**config.mk**
```make
export PLATFORM = sky130hd
export DESIGN_NAME = if_fetch_unit
export DESIGN_NICKNAME = d
export VERILOG_FILES = /design/src/rtl/if_fetch_unit.sv
export SDC_FILE = /design/constraint.sdc
export NUM_CORES = 1
export LEC_CHECK = 0
export CAP_MARGIN = 10
export CORE_MARGIN = 2
export CORE_UTILIZATION = 49
export CTS_CLUSTER_SIZE = 12
export DETAILED_ROUTE_END_ITERATION = 16
export HOLD_SLACK_MARGIN = 0.03
export PLACE_DENSITY_LB_ADDON = 0.2
export SLEW_MARGIN = 20
export SYNTH_ARGS = -nofsm -noshare
export SYNTH_HDL_FRONTEND = slang
export SYNTH_SLANG_ARGS = --single-unit
```
**constraint.sdc**
```tcl
create_clock -name clk_i -period 2.65 [get_ports clk_i]
set_input_delay 0.265 -clock clk_i [delete_from_list [all_inputs] [get_ports clk_i]]
set_output_delay 0.265 -clock clk_i [all_outputs]
set_load 0.02 [all_outputs]
```
**src/rtl/if_fetch_unit.sv**
```systemverilog
// Instruction-fetch stage: owns the PC, selects the next PC and runs the
// req/ack handshake with instruction memory, feeding the IF/ID register.
module if_fetch_unit #(
    parameter logic [31:0] RESET_PC  = 32'h0000_0000,
    parameter logic [31:0] NOP_INSTR = 32'h0000_0000
) (
    input  logic        clk_i,
    input  logic        rst_i,
    input  logic        pc_write_i,
    input  logic        stall_i,
    input  logic        branch_taken_i,
    input  logic [31:0] branch_target_i,
    input  logic        jump_i,
    input  logic [31:0] jump_target_i,
    output logic        imem_req_o,
    output logic [31:0] imem_addr_o,
    input  logic        imem_ack_i,
    input  logic [31:0] imem_data_i,
    output logic [31:0] pc_o,
    output logic [31:0] instr_o,
    output logic        fetch_stall_o
);

    typedef enum logic [0:0] {StFetch, StReady} state_e;

    state_e      state_q, state_d;
    logic [31:0] pc_q, pc_d;
    logic [31:0] buf_q, buf_d;
    logic        pend_valid_q, pend_valid_d;
    logic [31:0] pend_target_q, pend_target_d;

    logic        redirect;
    logic [31:0] target;
    logic        adv;

    // Jump wins over a simultaneous taken branch.
    assign redirect = jump_i | branch_taken_i;
    assign target   = jump_i ? jump_target_i : branch_target_i;
    assign adv      = pc_write_i & ~stall_i;
    assign pc_o     = pc_q + 32'd4;

    // State registers, asynchronously reset low.
    always_ff @(posedge clk_i or negedge rst_i) begin
        if (!rst_i) begin
            state_q       <= StFetch;
            pc_q          <= RESET_PC;
            buf_q         <= NOP_INSTR;
            pend_valid_q  <= 1'b0;
            pend_target_q <= 32'h0;
        end else begin
            state_q       <= state_d;
            pc_q          <= pc_d;
            buf_q         <= buf_d;
            pend_valid_q  <= pend_valid_d;
            pend_target_q <= pend_target_d;
        end
    end

    // Next-state logic: rule order inside FETCH encodes priority.
    always_comb begin
        state_d       = state_q;
        pc_d          = pc_q;
        buf_d         = buf_q;
        pend_valid_d  = pend_valid_q;
        pend_target_d = pend_target_q;
        unique case (state_q)
            StFetch: begin
                if (imem_ack_i && pend_valid_q) begin
                    // Data belongs to the wrong-path fetch; drop it and go to the saved target.
                    pc_d         = pend_target_q;
                    pend_valid_d = 1'b0;
                end else if (imem_ack_i && redirect && !stall_i) begin
                    pc_d = target;
                end else if (imem_ack_i && adv) begin
                    pc_d = pc_q + 32'd4;
                end else if (imem_ack_i) begin
                    buf_d   = imem_data_i;
                    state_d = StReady;
                end else if (redirect && !stall_i) begin
                    // Request address must stay stable, so remember the redirect until ack.
                    pend_valid_d  = 1'b1;
                    pend_target_d = target;
                end
            end
            StReady: begin
                if (redirect && !stall_i) begin
                    pc_d    = target;
                    state_d = StFetch;
                end else if (adv) begin
                    pc_d    = pc_q + 32'd4;
                    state_d = StFetch;
                end
            end
            default: state_d = StFetch;
        endcase
    end

    // Outputs: forward memory data straight through when it is usable this cycle.
    always_comb begin
        imem_req_o    = 1'b0;
        imem_addr_o   = pc_q;
        instr_o       = NOP_INSTR;
        fetch_stall_o = 1'b1;
        unique case (state_q)
            StFetch: begin
                imem_req_o = 1'b1;
                if (imem_ack_i && !pend_valid_q) begin
                    instr_o       = imem_data_i;
                    fetch_stall_o = 1'b0;
                end
            end
            StReady: begin
                instr_o       = buf_q;
                fetch_stall_o = 1'b0;
            end
            default: ;
        endcase
    end

endmodule

```
# ---- After elaboration in Yosys (flattened, before gate mapping)
# Index checks and enable logic that the tools add are counted.
# W data, S select, Z words.
dict set report classes {
  n_addsub 1
  n_eq_ne 5
  n_mux 24
  bitwise_logic 8
  n_reduce_logical 13
}
# cell count
set op_table {}
lappend op_table {{$mux W32} 7}
lappend op_table {{$pmux W32 S2} 2}
lappend op_table {{$add A32 B3 Y32 const B} 1}
lappend op_table {{$mux W1} 13}
lappend op_table {{$reduce_and A5 Y1} 2}
lappend op_table {{$logic_and A1 B1 Y1} 6}
lappend op_table {{$not A1 Y1} 6}
lappend op_table {{$reduce_and A6 Y1} 1}
lappend op_table {{$ne A2 B2 Y1 const B} 2}
lappend op_table {{$ne A4 B4 Y1 const B} 1}
lappend op_table {{$pmux W1 S2} 2}
lappend op_table {{$ne A3 B1 Y1 const B} 1}
lappend op_table {{$logic_not A1 Y1} 2}
lappend op_table {{$ne A2 B1 Y1 const B} 1}
lappend op_table {{$reduce_and A2 Y1} 1}
lappend op_table {{$reduce_bool A2 Y1} 1}
lappend op_table {{$and A1 B1 Y1} 1}
lappend op_table {{$or A1 B1 Y1} 1}
dict set report word_totals {
  reg_bits 98
  inputBits 103
  output_inout_bits 98
  elab_cells 56
}

# ---- Logic depth before layout (Yosys ltp)
# Gate-level depths: netlist of the first run.
dict set report logic_depth {
  ltp_word 7
  ltp_mapped 9
  ltp_nobuf 6
}

# ---- Worst setup path after synthesis of the first run
# Ideal clock, no wire load.
dict set report synth_timing {
  path_type {register to output}
  startpoint {register pc_q[2], in the netlist imem_addr_o[2]}
  endpoint {output port pc_o[18]}
  arrival_time_ns 2.108
  t_required_ns 2.385
  setup_slack_ns 0.277
  stages_incl_launch_ff 6
  path_cell_list {dfrtp_1 -> ha_1 -> inv_2 -> nor4_1 -> a21boi_0 -> or2_2}
}
dict set report synth_between {
  elab_chain_len 1
}
# element line_no
set synth_lines {}
lappend synth_lines {{start, declared} 27} ;# logic [31:0] pc_q, pc_d;
lappend synth_lines {{start signal, assigned} 52} ;# pc_q <= pc_d;
lappend synth_lines {{$add A32 B3 Y32} 40} ;# assign pc_o = pc_q + 32'd4;
lappend synth_lines {{end, declared} 19} ;# output logic [31:0] pc_o,
# No other way between the ends.

# ---- Worst setup path after layout of the first run
dict set report layout_timing {
  startpoint {register pc_q[9], in the netlist imem_addr_o[9]}
  endpoint {output port pc_o[26]}
}
# Same word-level chain as after synthesis.

==> flow_metrics.tcl, run 1 <==
set metrics [dict create \
    hold_ws_ns 0.422 \
    slew_headroom_pct 47.2 \
    synthToLayoutAreaGrowth_pct 44.7 \
    crit_path_end "pc_o[26]" \
    die_area_sq_mm 0.0149 \
    grt_max_degree 44 \
    synth_ff_type "dfrtp_1" \
    n_antenna_cell 0 \
    port_buffers 200 \
    clk_latency_ns 0.36 \
    core_area_sq_mm 0.0138 \
    drtIter0Drc 663 \
    maxSlewViolCount 0 \
    synthArstFlopShare_pct 100 \
    final_common_cell "clkdlybuf4s50_1" \
    reg2reg_to "imem_addr_o[5]" \
    synth-seq-cells 98 \
    finalSetupTns_ns 0 \
    cts_tree "done" \
    synth_edf_count 0 \
    maxCapViolCount 0 \
    synth_nets 896 \
    antenna_found_initial 0 \
    synth_mux_area_share_pct 16.7 \
    path_max_fanout 4 \
    worst-r2r-cell-count 5 \
    vias_per_cell 5.97 \
    synth_compound_area_share_pct 19.1 \
    wl_mm 23.7 \
    drc_errors 0 \
    yosys_warnings 0 \
    dp_hpwl_mm 17.9 \
    status "finished, final reports clean" \
    numCtsBuffers 9 \
    synthXorXnorAreaFrac_pct 2.81 \
    max_freq_mhz 387 \
    row_count 43 \
    pin_count 201 \
    grt_pass1_wl_mm 37.1 \
    worstSetupStartpointType "flip-flop" \
    fp.dieH_microns 122 \
    nets 1138 \
    cts-htree-levels 3 \
    clock_sinks 98 \
    initial_utilization_pct 49.7 \
    synth_adder_area_share_pct 0.183 \
    synth_top_family_by_area "simple AND/OR/NAND/NOR gates" \
    cp.required_ns 2.38 \
    worstReg2RegStart "state_q" \
    grt.total_usage_pct 32.0 \
    crit_type "flip-flop to primary output" \
    cts_root_buf "clkbuf_16" \
    crit_start "imem_addr_o[9]" \
    power_density_mw_per_mm2 860 \
    cp.arrival_ns 2.32 \
    path_clk_slew_ns 0.07 \
    drive_gt1_share_pct 20.4 \
    worst_pin_slew_ns 0.781 \
    synthSimpleGateAreaFrac_pct 19.2 \
    netlist_area_sq_mm 0.00685 \
    period_share_pct 97.6 \
    syn-instance-count 792 \
    routabilityCongestion 0.960 \
    first_pass_iters 5 \
    fin_skew_ns 0.00838 \
    yosysUniqueCellTypes 70 \
    dr_total_vias 7280 \
    setup_viol 0 \
    p_total_mw 8.53 \
    ys_seq_area_share_pct 35.8 \
    die_w_microns 122 \
    layout_min_cycle_time_ns 2.59 \
    overflow 0 \
    routedWlPerCell_microns 19.4 \
    grt_pass1_vias 6844 \
    cts_max_path_buffers 2 \
    ant_nets 0 \
    cp-end-kind "primary output" \
    vdd.ir_drop.worst_uv 471 \
    worstHoldPathType "input pin to asynchronous set/reset pin" \
    synth.avg_cell_area_sq_um 8.65 \
    final_cell_mix "177 x clkdlybuf4s50_1, 105 x buf_4, 96 x dfrtp_1, 95 x nor2_1, 66 x mux2i_1" \
    final_hold_viol_count 0 \
    rrSetupSlack_ns 0.48 \
    p_leak_nw 4.11 \
]
-- critical path, stage by stage, from the launching register on --
cell and delay (ns):
dfrtp_1 0.40, buf_4 0.14, nand4_4 0.10, or2_0 0.30
or3_1 0.51, xnor2_1 0.19, clkdlybuf4s15_1 0.33
-- cell usage after synthesis (16+ instances only) --
master / count / share of area (%)
clkbuf_1: 31 / 1.7
o21ai_0: 25 / 1.8
nor2_1: 97 / 5.3
mux2i_1: 66 / 9.6
nor3_1: 25 / 1.8
a21oi_1: 65 / 4.7
mux2_2: 43 / 7.1
nand2_1: 44 / 2.4
xnor2_1: 16 / 2.0
buf_2: 29 / 2.1
dfrtp_1: 98 / 36
nand3_1: 27 / 2.0
-- layout make-up --
type | instances | area, sq um
multi-input combinational | 600 | 4040
fill | 1138 | 3860
timing repair buffer | 310 | 2820
sequential | 98 | 2450
clock buffer | 11 | 253
tap | 180 | 225
clock inverter | 5 | 60.1
inverter | 15 | 56.3
-- layer usage --
layer	global-route usage (%)	share of wire [%]	vias up
li1	-	-	3387
met1	45.5	43	3415
met2	48.5	45	426
met3	7.02	10	52
met4	10.4	2.5	0
met5	0	0	-
-- per-stage QoR --
stage | area [sq um] | worst slack, ns | cells | util [%]
after floorplan | 6850 | 0.277 | 792 | -
after global placement | 9540 | 0.0247 | 1195 | 69.3
after detailed placement | 9540 | 0.0175 | 1195 | 69.3
after CTS | 9880 | -0.242 | 1214 | 71.7
after global routing | 9910 | -0.00281 | 1219 | 72.0
final | 9910 | 0.0645 | 1219 | 72.0
-- worst min-delay path by stage --
stage | startpoint | to | slack, ns | cells after the start
2_1_floorplan | rst_i | buf_q[0] | -0.03 | 0
3_3_place_gp | rst_i | pend_target_q[14] | 0.29 | 1
3_5_place_dp | rst_i | pend_target_q[16] | 0.28 | 1
4_1_cts | rst_i | pend_target_q[16] | 0.45 | 2
5_1_grt | rst_i | pend_target_q[14] | 0.48 | 2
6_report | rst_i | pend_target_q[16] | 0.42 | 2
-- flip-flops by register name, summed over array words and instances, names as in the netlist --
signal / cells
buf_q: 32
imem_addr_o: 32
pend_target_q: 32
pend_valid_q: 1
state_q: 1
-- logic make-up (layout without fill, tap and decap cells) --
| family | count (synthesis) | count (layout) |
|---|---|---|
| fa+ha+maj | 1 | 1 |
| xor+xnor | 22 | 22 |
| simple gates | 269 | 269 |
| compound gates | 199 | 199 |
| mux | 109 | 109 |
| flops | 98 | 98 |
| buf+inv | 94 | 341 |
-- where the power goes --
part           leakage, nW  switching (mW)  total, mW  internal (mW)
sequential            1.13           0.437       2.43           1.99
clock                0.153           0.608       1.40          0.789
combinational         2.83            2.47       4.70           2.23
-- repair_timing --
action                     4_1_cts  5_1_grt
setup endpoints to repair       21       15
hold buffers                     1        0
hold endpoints to repair        36        0
gates resized for setup         36       22
buffers inserted                 2        5
pin swaps                        1        2
Note: power is estimated with default switching activity, not from simulation.
==> run 2, diff against run 1 <==
--- a/config.mk
+++ b/config.mk
@@ -12,7 +12,7 @@
 export DETAILED_ROUTE_END_ITERATION = 16
 export HOLD_SLACK_MARGIN = 0.03
 export PLACE_DENSITY_LB_ADDON = 0.2
-export SLEW_MARGIN = 20
+export SLEW_MARGIN = 5
 export SYNTH_ARGS = -nofsm -noshare
 export SYNTH_HDL_FRONTEND = slang
 export SYNTH_SLANG_ARGS = --single-unit
==> results of run 2 <==
Final layout, timing and power as in run 1 (identical DEF).
==> run 3, diff against run 2 <==
--- a/config.mk
+++ b/config.mk
@@ -12,7 +12,6 @@
 export DETAILED_ROUTE_END_ITERATION = 16
 export HOLD_SLACK_MARGIN = 0.03
 export PLACE_DENSITY_LB_ADDON = 0.2
-export SLEW_MARGIN = 5
 export SYNTH_ARGS = -nofsm -noshare
 export SYNTH_HDL_FRONTEND = slang
 export SYNTH_SLANG_ARGS = --single-unit
==> results of run 3 <==
Final layout, timing and power as in run 1 (identical DEF).
